==> src/rtl/mult_arbiter.sv <==
// Round-robin arbiter sharing one pipelined 32x32 multiplier among N_REQ requesters.
// Credit-limited issue keeps the in-order result FIFO from ever overflowing.
module mult_arbiter #(
    parameter int unsigned N_REQ      = 4,
    parameter int unsigned MULT_LAT   = 2,
    parameter int unsigned FIFO_DEPTH = 4,
    localparam int unsigned IDW       = (N_REQ > 1) ? $clog2(N_REQ) : 1
) (
    input  logic                 CLK,
    input  logic                 rst,
    input  logic [N_REQ-1:0]     req_valid,
    output logic [N_REQ-1:0]     req_ready,
    input  logic [N_REQ*32-1:0]  req_a,
    input  logic [N_REQ*32-1:0]  req_b,
    output logic [31:0]          mult_a,
    output logic [31:0]          mult_b,
    input  logic [63:0]          mult_c,
    output logic                 rsp_valid,
    input  logic                 rsp_ready,
    output logic [63:0]          rsp_c,
    output logic [IDW-1:0]       rsp_id
);

    localparam int unsigned PW      = $clog2(FIFO_DEPTH);
    localparam int unsigned CW      = PW + 1;
    localparam logic [CW:0] DEPTH_W = (CW + 1)'(FIFO_DEPTH);

    logic [IDW-1:0] r_ptr;
    logic [CW-1:0]  r_in_flight;
    logic [CW-1:0]  r_fifo_cnt;
    logic [PW-1:0]  r_wr_ptr;
    logic [PW-1:0]  r_rd_ptr;
    logic [63:0]    r_mem_c  [FIFO_DEPTH];
    logic [IDW-1:0] r_mem_id [FIFO_DEPTH];

    // r_op_* tracks the operands sitting in mult_a/mult_b; r_tag_* follows the multiplier stages.
    logic                r_op_v;
    logic [IDW-1:0]      r_op_id;
    logic [MULT_LAT-1:0] r_tag_v;
    logic [IDW-1:0]      r_tag_id [MULT_LAT];

    logic           w_found;
    logic           w_credit;
    logic           w_issue;
    logic           w_push;
    logic           w_pop;
    logic [IDW-1:0] w_cand;
    logic [IDW-1:0] w_gnt_id;

    always_comb begin
        w_found  = 1'b0;
        w_gnt_id = '0;
        w_cand   = '0;
        for (int k = 0; k < N_REQ; k++) begin
            w_cand = IDW'((32'(r_ptr) + 32'(k)) % N_REQ);
            if (!w_found && req_valid[w_cand]) begin
                w_found  = 1'b1;
                w_gnt_id = w_cand;
            end
        end
    end

    // Registered counts only: a pop this cycle frees its credit next cycle.
    assign w_credit  = ({1'b0, r_in_flight} + {1'b0, r_fifo_cnt}) < DEPTH_W;
    assign w_issue   = w_found && w_credit && !rst;
    assign w_push    = r_tag_v[MULT_LAT-1];
    assign rsp_valid = (r_fifo_cnt != '0);
    assign w_pop     = rsp_valid && rsp_ready;
    assign rsp_c     = r_mem_c[r_rd_ptr];
    assign rsp_id    = r_mem_id[r_rd_ptr];

    always_comb begin
        req_ready = '0;
        if (w_issue) begin
            req_ready[w_gnt_id] = 1'b1;
        end
    end

    always_ff @(posedge CLK or posedge rst) begin
        if (rst) begin
            r_ptr  <= '0;
            mult_a <= '0;
            mult_b <= '0;
        end else if (w_issue) begin
            r_ptr  <= IDW'((32'(w_gnt_id) + 32'd1) % N_REQ);
            mult_a <= req_a[32*w_gnt_id +: 32];
            mult_b <= req_b[32*w_gnt_id +: 32];
        end
    end

    always_ff @(posedge CLK or posedge rst) begin
        if (rst) begin
            r_op_v  <= 1'b0;
            r_op_id <= '0;
            r_tag_v <= '0;
            for (int s = 0; s < MULT_LAT; s++) begin
                r_tag_id[s] <= '0;
            end
        end else begin
            r_op_v      <= w_issue;
            r_op_id     <= w_gnt_id;
            r_tag_v[0]  <= r_op_v;
            r_tag_id[0] <= r_op_id;
            for (int s = 1; s < MULT_LAT; s++) begin
                r_tag_v[s]  <= r_tag_v[s-1];
                r_tag_id[s] <= r_tag_id[s-1];
            end
        end
    end

    always_ff @(posedge CLK or posedge rst) begin
        if (rst) begin
            r_wr_ptr <= '0;
            r_rd_ptr <= '0;
            for (int e = 0; e < FIFO_DEPTH; e++) begin
                r_mem_c[e]  <= '0;
                r_mem_id[e] <= '0;
            end
        end else begin
            if (w_push) begin
                r_mem_c[r_wr_ptr]  <= mult_c;
                r_mem_id[r_wr_ptr] <= r_tag_id[MULT_LAT-1];
                r_wr_ptr           <= r_wr_ptr + PW'(1);
            end
            if (w_pop) begin
                r_rd_ptr <= r_rd_ptr + PW'(1);
            end
        end
    end

    always_ff @(posedge CLK or posedge rst) begin
        if (rst) begin
            r_fifo_cnt  <= '0;
            r_in_flight <= '0;
        end else begin
            case ({w_push, w_pop})
                2'b10:   r_fifo_cnt <= r_fifo_cnt + CW'(1);
                2'b01:   r_fifo_cnt <= r_fifo_cnt - CW'(1);
                default: r_fifo_cnt <= r_fifo_cnt;
            endcase
            case ({w_issue, w_push})
                2'b10:   r_in_flight <= r_in_flight + CW'(1);
                2'b01:   r_in_flight <= r_in_flight - CW'(1);
                default: r_in_flight <= r_in_flight;
            endcase
        end
    end

    a_no_overflow: assert property (@(posedge CLK) disable iff (rst)
        !(w_push && r_fifo_cnt == CW'(FIFO_DEPTH)));

    a_one_grant: assert property (@(posedge CLK) $onehot0(req_ready));

endmodule

==> config.mk <==
export PLATFORM = sky130hd
export DESIGN_NAME = mult_arbiter
export DESIGN_NICKNAME = d
export VERILOG_FILES = /design/src/rtl/mult_arbiter.sv
export SDC_FILE = /design/constraint.sdc
export NUM_CORES = 1
export LEC_CHECK = 0
export BUFFER_PORTS_ARGS = -buffer_cell sky130_fd_sc_hd__buf_2
export CAP_MARGIN = 20
export CORE_MARGIN = 4
export CORE_UTILIZATION = 57
export DETAILED_ROUTE_END_ITERATION = 10
export PLACE_DENSITY = 0.87
export SLEW_MARGIN = 10
export SYNTH_ARGS = -nofsm -noshare
export SYNTH_HDL_FRONTEND = slang
export SYNTH_SLANG_ARGS = --single-unit
==> constraint.sdc <==
create_clock -name CLK -period 19.4 [get_ports CLK]
set_input_delay 3.88 -clock CLK [delete_from_list [all_inputs] [get_ports CLK]]
set_output_delay 3.88 -clock CLK [all_outputs]
set_load 0.02 [all_outputs]
* After elaboration in Yosys (flattened, before gate mapping)
Cells that the tools add are included.
** Storage, ports and cells
- Bits of input ports :: 327
- Flip-flop bits (word level) :: 349
- Output and inout bits :: 135
** Cells by class
- Shift-type cells :: 2
- $add $sub $neg :: 11
- Equal/unequal tests :: 4
- Muxes and demuxes :: 33
- Reduce and logical (&&, ||, !) cells :: 15
- Bitwise operators :: 2
- Order comparisons :: 10
** Operators with widths (number)
- bitwise mux 256 bit :: 1
- indexed part select 128 x 8 -> 32 bit :: 2
- 2-to-1 mux 64 bit :: 3
- binary-select mux 64 bit (select 2 bit) :: 1
- demux 64 bit (select 2 bit) :: 1
- less-than comparator 2 x 3 -> 1 bit, second input constant :: 5
- 2-to-1 mux 2 bit :: 7
- case mux 3 bit (2 select lines) :: 2
- 2-to-1 mux 1 bit :: 9
- adder 2 x 1 -> 2 bit, second input constant :: 4
- binary-select mux 1 bit (select 2 bit) :: 4
- bitwise mux 8 bit :: 1
- logical AND 1 bit :: 8
- adder 3 x 1 -> 3 bit, second input constant :: 2
- greater-or-equal comparator 3 bit, second input constant :: 2
- inverter 2 -> 3 bit :: 2
- subtractor 3 x 1 -> 3 bit, second input constant :: 2
- adder 2 bit, second input constant :: 2
- adder 3 x 3 -> 4 bit :: 1
- binary-select mux 2 bit (select 2 bit) :: 1
- demux 2 bit (select 2 bit) :: 1
- == test 2 x 1 -> 1 bit, second input constant :: 2
- == test 2 bit, second input constant :: 2
- logical NOT 1 bit :: 4
- other kinds (7) :: 8

* Depth between registers and ports, before layout
Gate-level depths: netlist of run 1.
- Depth in word-level cells :: 17
- Depth in mapped cells :: 9
- Depth with buffers taken out :: 8

* Worst setup path after synthesis of run 1
Ideal clock, no wire load.
- Kind :: in2out
- Start :: input port req_valid[1]
- End :: output port req_ready[0]
- Path slack :: 10.469 ns
- Path buffers :: 1
- Cell stages on the path :: 6
- Required time :: 15.520 ns
- Arrival time :: 5.051 ns
- Path through :: or2_1 and3_4 inv_6 buf_2 ha_1 and2_1
** Between the ends
- Longest elaborated chain between the ends :: 17
- Elaborated cells between the ends (all ways) :: 30
- Those cells by class :: 2 x order compare; 19 x mux; 9 x reduce/logical
** Ends and longest elaborated chain
- from (decl) :: RTL line 11 : input logic [N_REQ-1:0] req_valid,
- binary-select mux 1 bit (select 2 bit) :: RTL line 56 : if (!w_found && req_valid[w_cand]) begin
- 2-to-1 mux 1 bit (not written as such) :: RTL line 56
- 2-to-1 mux 1 bit :: RTL line 56
- logical NOT 1 bit :: RTL line 56
- logical AND 1 bit :: RTL line 56
- 2-to-1 mux 1 bit :: RTL line 56
- logical NOT 1 bit :: RTL line 56
- logical AND 1 bit :: RTL line 56
- (+2 left out)
- logical AND 1 bit :: RTL line 56
- 2-to-1 mux 2 bit * :: RTL line 56
- via w_gnt_id[0] :: RTL line 48 : logic [IDW-1:0] w_gnt_id;
- less-than comparator 2 x 3 -> 1 bit (not written as such) / greater-or-equal comparator 2 x 1 -> 1 bit (equally long branches) :: RTL line 75 : req_ready[w_gnt_id] = 1'b1;
- logical AND 1 bit (not written as such) :: RTL line 75
- 2-to-1 mux 1 bit (not written as such) :: RTL line 75
- demux 1 bit (select 2 bit) * :: RTL line 75
- 2-to-1 mux 4 bit * :: RTL line 74 : if (w_issue) begin
- to (decl) :: RTL line 12 : output logic [N_REQ-1:0] req_ready,
The timed path passes the listed nets; every way through them passes the cells marked *. The select of a mux whose other input is x is not followed.

* Worst setup path after layout of run 1
- Start :: input port req_valid[3]
- End :: output port req_ready[2]
The elaborated chain is that of the path after synthesis.

==> results of run 1 <==
[cell families after synthesis]
logic type | share of synthesized area
muxes | 0.3501
AOI/OAI and AO/OA | 0.04180
buffers and inverters | 0.03605
adders and majority gates | 0.01151
xor gates and xnor gates | 0.004771
and+or+nand+nor | 0.02711
DFF | 0.5286
[cell usage after synthesis, types with 6 or more instances]
| master | count |
|---|---|
| dfrtp_1 | 349 |
| mux2_2 | 265 |
| mux2i_1 | 129 |
| nand2_1 | 73 |
| mux4_2 | 67 |
| o221ai_1 | 54 |
| buf_2 | 39 |
| clkbuf_1 | 18 |
| buf_12 | 12 |
| ha_1 | 12 |
| o221ai_2 | 10 |
| inv_1 | 8 |
| and2_1 | 6 |
[flip-flops by register name (all words and copies together) (netlist names), 3 cells and up]
register	count
r_fifo_cnt	3
r_mem_id	8
r_tag_id	4
r_in_flight	3
r_mem_c	256
mult_a	32
mult_b	32
[layout make-up]
class | instances | area (um2)
Antenna cell | 15 | 37.54
Clock buffer | 51 | 1020
Clock inverter | 17 | 141.4
Fill cell | 1920 | 8516
Inverter | 11 | 55.05
Multi-Input combinational cell | 654 | 7222
Sequential cell | 349 | 8738
Tap cell | 384 | 480.5
Timing Repair Buffer | 470 | 2415
[report_power, final]
group,internal (uW),switching [uW]
Clock,387,295
Sequential,1100,224
Combinational,809,880
Total,2300,1400
[worst paths after layout]
kind	startpoint	end	slack [ps]	depth (start not counted)
max	req_valid[3]	req_ready[2]	9820	8
min	r_tag_v[0]	r_tag_v[1]	340	0
max reg2reg	r_ptr[0]	mult_a[26]	16300	7
min reg2reg	r_tag_v[0]	r_tag_v[1]	340	0
max in group asynchronous	rst	r_mem_c[206]	13820	5
min in group asynchronous	rst	r_mem_c[247]	3580	2
[worst reg2reg max path, cell delays in order (launching register included)]
cell and delay, ps:
dfrtp_1 410, and2b_1 220, o21bai_1 70, and3_4 210, inv_6 590, buf_4 880
mux2i_1 400, o221ai_1 170
[placed cells by master, fill, tap and decap left out, types with 4 or more instances in the layout]
cell	synthesis	layout
buf_2	39	461
dfrtp_1	349	347
mux2_2	265	265
mux2i_1	129	129
nand2_1	73	69
mux4_2	67	67
o221ai_1	54	54
clkbuf_16	0	38
diode_2	0	15
ha_1	12	12
clkbuf_1	18	11
clkinv_2	1	10
o221ai_2	10	10
inv_1	8	7
buf_4	0	7
nand2_4	2	6
and2_1	6	6
nor2_1	5	5
inv_6	1	5
xor2_1	5	5
and2b_1	4	4
xnor2_1	4	4
[per-stage QoR]
| stage | cell area [um2] | setup WS (ps) |
|---|---|---|
| 2_1_floorplan | 16520 | 5842 |
| 3_3_place_gp | 18860 | 9876 |
| 3_5_place_dp | 18860 | 9807 |
| 4_1_cts | 20020 | 9805 |
| 5_1_grt | 20110 | 9727 |
| 6_report | 20110 | 9821 |
[metal layers]
layer	vias up	part of all wire	GRT usage
met3	89	0.096	0.09898
met2	486	0.48	0.4562
met1	5905	0.39	0.3838
met5	-	0.00099	0.02724
li1	4982	-	-
met4	8	0.031	0.1030
==> metrics, run 1 <==
DRT antenna net count 0; Syn. warnings 0; maximum root-to-sink buffer count 3; synthesized cell area ~17000 um2; Clock Pin Slew Worst Setup and Hold Paths 60 ps; hpwl dp roughly 33000 um; Mean Syn Cell Area 15.14 um2; Netlist cell types 38; Synth Net Count 1432; Max-Cap Viols 0; Synth Instances 1091; die area 31770 um2; Final Hold Viols 0; Peak Freq 0.1044 GHz; Pleak ~0.0096 uW; Worst setup SP type input port; CP max stage delay roughly 600 ps; Crit Path Max Fanout between 70 and 80; starting density of the core 0.5771; clk sinks ~350; vias in the first global route 12070; DR WL/cell about 24 um; CTS buffer count 38; WHS 343.6 ps; Crit path top cell by count buf_2; area delta synth->final 21.72%; Period minus WS final between 9000 and 10000 ps; outcome finished, final reports clean; total gr overflow 0; CTS Hold Bufs 0; largest net degree at the start of global routing 117; post_cts resized 0; PwrDens 183.9 nW/um2; die height around 180 um; Max stage delay cell, worst path inv_6; Arr. time, crit path around 5700 ps; clk_lat worst skew between 500 and 600 ps; Total Wirelength between 40000 and 50000 um; core area 28630 um2; postcts setup bufs 0; Post-synth top flop dfrtp_1; die outline width 178.2 um; Worst Clk Skew roughly 15 ps; fin nets 1865; largest area contributor in the netlist dfrtp_1; Cell Count, Final, Fillers Out 1951; All-Layer GR Usage 0.2920; Std-Cell Rows a little over 60; Finished Core Util 0.7025; share of cells above drive strength 1 0.5702; crit end category output port; IO Pins ~460; Critical Path, Cell by Cell buf_2, and2b_1, o21ai_1, and3_4, inv_6, ha_1, and2_1, buf_2; H-tree depth 2; CTS tree done; Worst Tran Pin Value roughly 1100 ps; HP Class flip-flop to flip-flop; RSZ-0062 raised after global routing no; WS Path Type input port to output port; DR vias 11470; sequential-to-total area share from yosys stat 0.5286; total power draw between 3000 and 4000 uW; Slew HR 0.2812; Worst EP required around 16000 ps; Post-synth EDFFs 0; DRC Markers 0; Buf+Inv Stages, Crit Path 3; clock root cell clkbuf_16; routability cong. 0.9904; placed cell count 1866; TNS Setup 0 ps; Area contributors post-synth dfrtp_1, mux2_2, mux4_2; DR pass1 iterations 7; Max Slew Vio Count 0; number of synthesized register bits around 350; Max rail drop VDD 0.1110 mV; Tcrit/Tclk final 0.4938; initial antenna violation count 18; first-pass GRT wire length 70780 um; DR iter-0 viols between 600 and 700; Yosys top cell area share 0.5286; asr flop ratio synth 1.000; IO buf count 461; Crit path max-delay family buffers and inverters; Setup Viol. Count Final 0; DR vias/cell 5.879
Note: power is estimated with default switching activity, not from simulation.
==> inputs of run 2 (changes only) <==
--- a/config.mk
+++ b/config.mk
@@ -8,9 +8,9 @@
 export BUFFER_PORTS_ARGS = -buffer_cell sky130_fd_sc_hd__buf_2
 export CAP_MARGIN = 20
 export CORE_MARGIN = 4
-export CORE_UTILIZATION = 57
+export CORE_UTILIZATION = 53
 export DETAILED_ROUTE_END_ITERATION = 10
-export PLACE_DENSITY = 0.87
+export PLACE_DENSITY = 0.82
 export SLEW_MARGIN = 10
 export SYNTH_ARGS = -nofsm -noshare
 export SYNTH_HDL_FRONTEND = slang
==> constraint.sdc (replaced) <==
create_clock -name CLK -period 9 [get_ports CLK]
set_input_delay 1.8 -clock CLK [delete_from_list [all_inputs] [get_ports CLK]]
set_output_delay 1.8 -clock CLK [all_outputs]
set_load 0.02 [all_outputs]
==> run 2 against run 1 <==
Compared with the run above: worst setup slack worse by 6200 ps; count of clock-buffer cells in the layout is 2 higher; wire length is 2.1% higher; design area is 0.80% higher; core utilization is 4.2 points lower; largest cell class unchanged; non-clock buffer count is 1 lower; global-route usage is 1.1 points lower; clock power is 140% higher; register-to-register slack worse by 11000 ps; first-iteration DRC count is 4.4% higher.
==> metrics, run 2 (synthesis results as in run 1) <==
outcome finished, final reports clean; Pleak 0.009696 uW (+0.90%); Clock Pin Slew Worst Setup and Hold Paths 60 ps (about the same); Std-Cell Rows 64 (+3.2%); die outline width 184.6 um (+3.5%); IO buf count 461 (unchanged); starting density of the core 0.5387 (-0.03847); initial antenna violation count 13 (-5); RSZ-0062 raised after global routing no; postcts setup bufs 0 (unchanged); core area 30670 um2 (+7.1%); # fillers 2181 (+14%); Worst Tran Pin Value 1102 ps (+24.25 ps); Arr. time, crit path 3570 ps (-2130 ps); Worst EP required 7200 ps (-8320 ps); CTS Hold Bufs 0 (unchanged); Period minus WS final approximately 5400 ps; Final Hold Viols 0 (unchanged); Crit path max-delay family buffers and inverters; most common cell after layout, fill and taps aside buf_2; area delta synth->final 22.70%; total power draw 8170 uW (+120%); CTS buffer count 38 (unchanged); clk sinks 349 (unchanged); IO Pins 462 (unchanged); Critical Path, Cell by Cell buf_2, and2b_1, o21ai_1, and3_4, inv_6, ha_1, and2_1, buf_2; largest net degree at the start of global routing 204 (+74%); first-pass GRT wire length 73000 um (+3.1%); Buf+Inv Stages, Crit Path 3 (unchanged); Slew HR 0.2650 (-0.01617); CTS tree done; die area 34060 um2 (+7.2%); Setup Viol. Count Final 0 (unchanged); post_cts resized 0 (unchanged); Largest register FFs 256 (unchanged); commonest non-fill, non-tap cells in the layout buf_2, dfrtp_1, mux2_2; TNS Setup 0 ps (unchanged); Total Wirelength 48620 um (+2.1%); Crit Path Max Fanout 69 (-5.5%); Max Slew Vio Count 0 (unchanged); DRC Markers 0 (unchanged); WHS 331.1 ps (-12.55 ps); clock root cell clkbuf_16; WS Path Type input port to output port; HP Class flip-flop to flip-flop; die height 184.6 um (+3.5%); hpwl dp 34780 um (+5.0%); Max-Cap Viols 0 (unchanged); maximum root-to-sink buffer count 3 (unchanged); DR iter-0 viols 647 (+4.4%); DR vias/cell 5.846 (-0.57%); Tcrit/Tclk final 0.5964; clk_lat worst skew 530 ps (about the same); Worst Clk Skew 22.88 ps (+7.480 ps); DRT antenna net count 0 (unchanged); DR WL/cell 24.85 um (+1.8%); H-tree depth 2 (unchanged); Finished Core Util 0.6609 (-0.04157); share of cells above drive strength 1 0.5737 (+0.003496); total gr overflow 0 (unchanged); crit end category output port; Worst setup SP type input port; Largest regs r_mem_c (256), mult_a (32), mult_b (32); Largest Register r_mem_c; Crit path top cell by count buf_2; DR pass1 iterations 5 (-2); Peak Freq approximately 0.19 GHz; routability cong. 0.9783 (-1.2%); CP max stage delay 550 ps (-40 ps); fin nets 1864 (-0.054%); Max stage delay cell, worst path inv_6; All-Layer GR Usage 0.2806 (-0.01142); vias in the first global route 11870 (-1.6%); Max rail drop VDD 0.2006 mV (+81%); PwrDens 403.1 nW/um2 (+120%); DR vias 11430 (-0.31%)
## run 2: worst register-to-register path: cells and delay by family (launching register included)
family,cells,cell delay (ps)
simple gates,1,250
flops,1,500
compound gates,2,380
mux,1,380
buf+inv,2,1540
## run 2: routing by layer
| metal | GRT usage | share of wire | vias up |
|---|---|---|---|
| met2 | 0.4559 | 0.49 | 424 |
| met5 | 0 | 0.00060 | - |
| met3 | 0.06157 | 0.070 | 82 |
| met1 | 0.3855 | 0.41 | 5974 |
| met4 | 0.08075 | 0.026 | 6 |
| li1 | - | - | 4948 |
## run 2: per-stage QoR
stage                     setup WS (ps)  cell area (um2)  std cells
final                              3632            20270       1956
after detailed placement           3608            18890       1879
after floorplan                    2528            16520       1091
after global routing               3533            20270       1956
after global placement             3656            18890       1879
after CTS                          3607            20250       1949
## run 2: worst paths after layout
check / to / depth (start not counted) / slack [ps] / start
setup / recovery: req_ready[0] / 8 / 3630 / req_valid[3]
max in group asynchronous: r_mem_c[19] / 4 / 5770 / rst
hold reg to reg: r_tag_id[0] / 0 / 330 / r_tag_id[2]
hold / removal: r_tag_id[0] / 0 / 330 / r_tag_id[2]
setup reg to reg: mult_a[22] / 6 / 5770 / r_ptr[1]
min in group asynchronous: r_mem_c[109] / 3 / 1620 / rst
## run 2: layout make-up
type	count	area, um2	share of cell area
repair buffers	469	2380	0.1174
clock inverters	17	257.7	0.01272
diodes	7	17.52	0.0008641
inverters	11	51.30	0.002531
flip-flops and latches	349	8738	0.4311
multi-input cells	654	7222	0.3563
clock buffers	53	1109	0.05469
well taps	396	495.5	0.02444
## run 2: report_power, final
group          internal (uW)  total [uW]  switching (uW)
Sequential              2370        2850             472
Clock                   1040        1670             637
Combinational           1750        3650            1900
==> inputs of run 3 (changes only) <==
--- a/config.mk
+++ b/config.mk
@@ -5,10 +5,11 @@
 export SDC_FILE = /design/constraint.sdc
 export NUM_CORES = 1
 export LEC_CHECK = 0
+export ABC_AREA = 1
 export BUFFER_PORTS_ARGS = -buffer_cell sky130_fd_sc_hd__buf_2
 export CAP_MARGIN = 20
 export CORE_MARGIN = 4
-export CORE_UTILIZATION = 53
+export CORE_UTILIZATION = 54
 export DETAILED_ROUTE_END_ITERATION = 10
 export PLACE_DENSITY = 0.82
 export SLEW_MARGIN = 10
==> constraint.sdc (replaced) <==
create_clock -name CLK -period 5.2 [get_ports CLK]
set_input_delay 1.04 -clock CLK [delete_from_list [all_inputs] [get_ports CLK]]
set_output_delay 1.04 -clock CLK [all_outputs]
set_load 0.02 [all_outputs]
==> run 3 against run 2 <==
Compared with the run above: sequential share of layout area decreased by 3.1 points; register-to-register slack got worse by 4100 ps; core utilization fell by 0.72 points; global-route usage is 2.1 points higher; area after synthesis up 11%; wire length is 18% higher; die area rose by 8.1%; clock skew shrank 10 ps; final cell count grew 69%; power is 100% higher; non-clock buffer count is 14 higher.
==> metrics, run 3 <==
outcome finished, final reports clean; synthesized cell area 18260 um2 (+11%); Post-synth EDFFs 0 (unchanged); H-tree depth 2 (unchanged); post_cts resized 0 (unchanged); Worst setup SP type flip-flop; Mean Syn Cell Area 7.355 um2 (-51%); Yosys top cell area share 0.4782 (-0.05041); CP max stage delay 670 ps (+120 ps); Syn. warnings 0 (unchanged); multi-input combinational cell area 7447 um2 (+3.1%); DR WL/cell 17.28 um (-30%); die height 191.9 um (+4.0%); Worst Tran Pin Value 1205 ps (+102.9 ps); PwrDens 757.7 nW/um2 (+88%); share of cells above drive strength 1 0.1991 (-0.3746); crit end category output port; Synth Instances 2483 (+130%); CTS tree done; CTS Hold Bufs 0 (unchanged); largest net degree at the start of global routing 114 (-44%); Max stage delay cell, worst path buf_4; Final Hold Viols 0 (unchanged); IO buf count 461 (unchanged); Critical Path, Cell by Cell clkinv_2, buf_4, o21ai_0, o22ai_1, buf_2; DR pass1 iterations 6 (+1); DRC Markers 0 (unchanged); fin nets 3162 (+70%); DR vias 18290 (+60%); WS Path Type flip-flop to output port; DRT antenna net count 0 (unchanged); R2R cell count 15 (+9); Largest regs r_mem_c (256), mult_a (32), mult_b (32); area delta synth->final 19.74%; starting density of the core 0.5460 (+0.007317); Arr. time, crit path 2990 ps (-580 ps); Synth Net Count 2824 (+97%); Period minus WS final about 4000 ps; maximum root-to-sink buffer count 3 (unchanged); clk_lat worst skew 520 ps (about the same); die area 36830 um2 (+8.1%); Crit Path Max Fanout 78 (+13%); Clock Pin Slew Worst Setup and Hold Paths 60 ps (about the same); Reg area 8738 um2 (unchanged); Setup Viol. Count Final 0 (unchanged); DR iter-0 viols 1541 (+140%); first-pass GRT wire length 90020 um (+23%); Largest register FFs 256 (unchanged); Pleak 0.01233 uW (+27%); Worst Setup Slack, final 1166 ps (-2466 ps); RSZ-0062 raised after global routing no; Worst EP required 4160 ps (-3040 ps); sequential-to-total area share from yosys stat 0.4782 (-0.05041); number of synthesized register bits 349 (unchanged); core area 33450 um2 (+9.1%); IO Pins 462 (unchanged); WHS 333.6 ps (+2.541 ps); Largest Register r_mem_c; # fillers 2842 (+30%); most common cell after layout, fill and taps aside nand2_1; DR vias/cell 5.518 (-5.6%); CTS buffer count 38 (unchanged); Peak Freq 0.2479 GHz; Hold Crit Depth 0 (unchanged); routability cong. 0.9375 (-4.2%); clk sinks 349 (unchanged); Worst Clk Skew 12.69 ps (-10.18 ps); Finished Core Util 0.6538 (-0.007181); total gr overflow 0 (unchanged); Post-synth top flop dfrtp_1; Worst R2R Start r_ptr[0]; count leader, synth nand2_1; clock root cell clkbuf_16; Total Wirelength 57280 um (+18%); worst hold start r_tag_id[3]; asr flop ratio synth 1.000 (unchanged); Std-Cell Rows 67 (+4.7%); TNS Setup 0 ps (unchanged); All-Layer GR Usage 0.3014 (+0.02082); Max rail drop VDD 0.6186 mV (+210%); die outline width 191.9 um (+4.0%); reg2reg setup slack 1720 ps (-4050 ps); Tcrit/Tclk final 0.7758; synth cell count leaders nand2_1, o21ai_0, dfrtp_1, inv_1, nor2_1; largest area contributor in the netlist dfrtp_1; Area contributors post-synth dfrtp_1, nand2_1, o21ai_0; pre-CTS setup slack 1298 ps (-2310 ps); initial antenna violation count 17 (+4); postcts setup bufs 0 (unchanged); HP Class flip-flop to flip-flop; Netlist cell types 26 (-32%); worst setup path startpoint r_rd_ptr[0]; hpwl dp 37820 um (+8.7%); vias in the first global route 17320 (+46%); Max-Cap Viols 0 (unchanged); commonest non-fill, non-tap cells in the layout nand2_1, buf_2, o21ai_0; Slew HR 0.1964 (-0.06858); Max Slew Vio Count 0 (unchanged)
==> run 3: changes by cell type after synthesis, sizes merged, moves of 25 or more <==
cell    change
o21ai     +401
o221ai     -64
buf        +25
mux2      -264
nor2      +135
inv       +339
o22ai      +66
nand4     +128
mux2i     -129
clkbuf     +83
nand2     +622
nand3     +138
mux4       -67
==> run 3: critical path, delay by kind of cell, from the launching register on <==
kind / cells / cell delay, ps
AO/OA/AOI/OAI: 2 / 580
flip-flops: 1 / 660
buffers and inverters: 3 / 1170
==> run 3: final cells by class <==
class	count	area share
sequential	349	0.3996
multi-input combinational	1600	0.3406
timing repair buffer	483	0.1148
inverter	349	0.06025
clock buffer	54	0.05178
tap	448	0.02563
clock inverter	13	0.005321
antenna	18	0.002060
==> run 3: where the power goes <==
group	switching [uW]	internal, uW
Sequential	828	4110
Clock	1100	1570
Combinational	6120	2840
==> run 3: cell families after synthesis <==
family	after synthesis	synth area share
and+or+nand+nor	1107	0.2561
buffers and inverters	534	0.1177
AOI/OAI and AO/OA	471	0.1336
DFF	349	0.4782
adders and majority gates	14	0.01041
xor gates and xnor gates	7	0.003357
muxes	1	0.0006166
==> run 3: final timing paths <==
check	endpoint
setup / recovery	rsp_id[1]
hold / removal	r_tag_id[1]
setup reg to reg	mult_b[26]
hold reg to reg	r_tag_id[1]
max in group asynchronous	r_mem_c[158]
min in group asynchronous	r_mem_c[195]
==> run 3: routing by layer <==
| layer | global-route usage | vias up | wire [um] |
|---|---|---|---|
| met5 | 0 | - | 79 |
| met4 | 0.1155 | 14 | 2421 |
| met3 | 0.06761 | 158 | 4788 |
| met2 | 0.4874 | 768 | 27550 |
| met1 | 0.3986 | 8728 | 22440 |
| li1 | - | 8619 | - |
==> run 3: per-stage QoR <==
| step | power (uW) | instance area, um2 | cells |
|---|---|---|---|
| after floorplan | 11420 | 18270 | 2483 |
| after global placement | 13500 | 20570 | 3229 |
| after detailed placement | 13800 | 20570 | 3229 |
| after CTS | 16540 | 21820 | 3296 |
| after global routing | 17940 | 21840 | 3302 |
| final | 16570 | 21870 | 3314 |
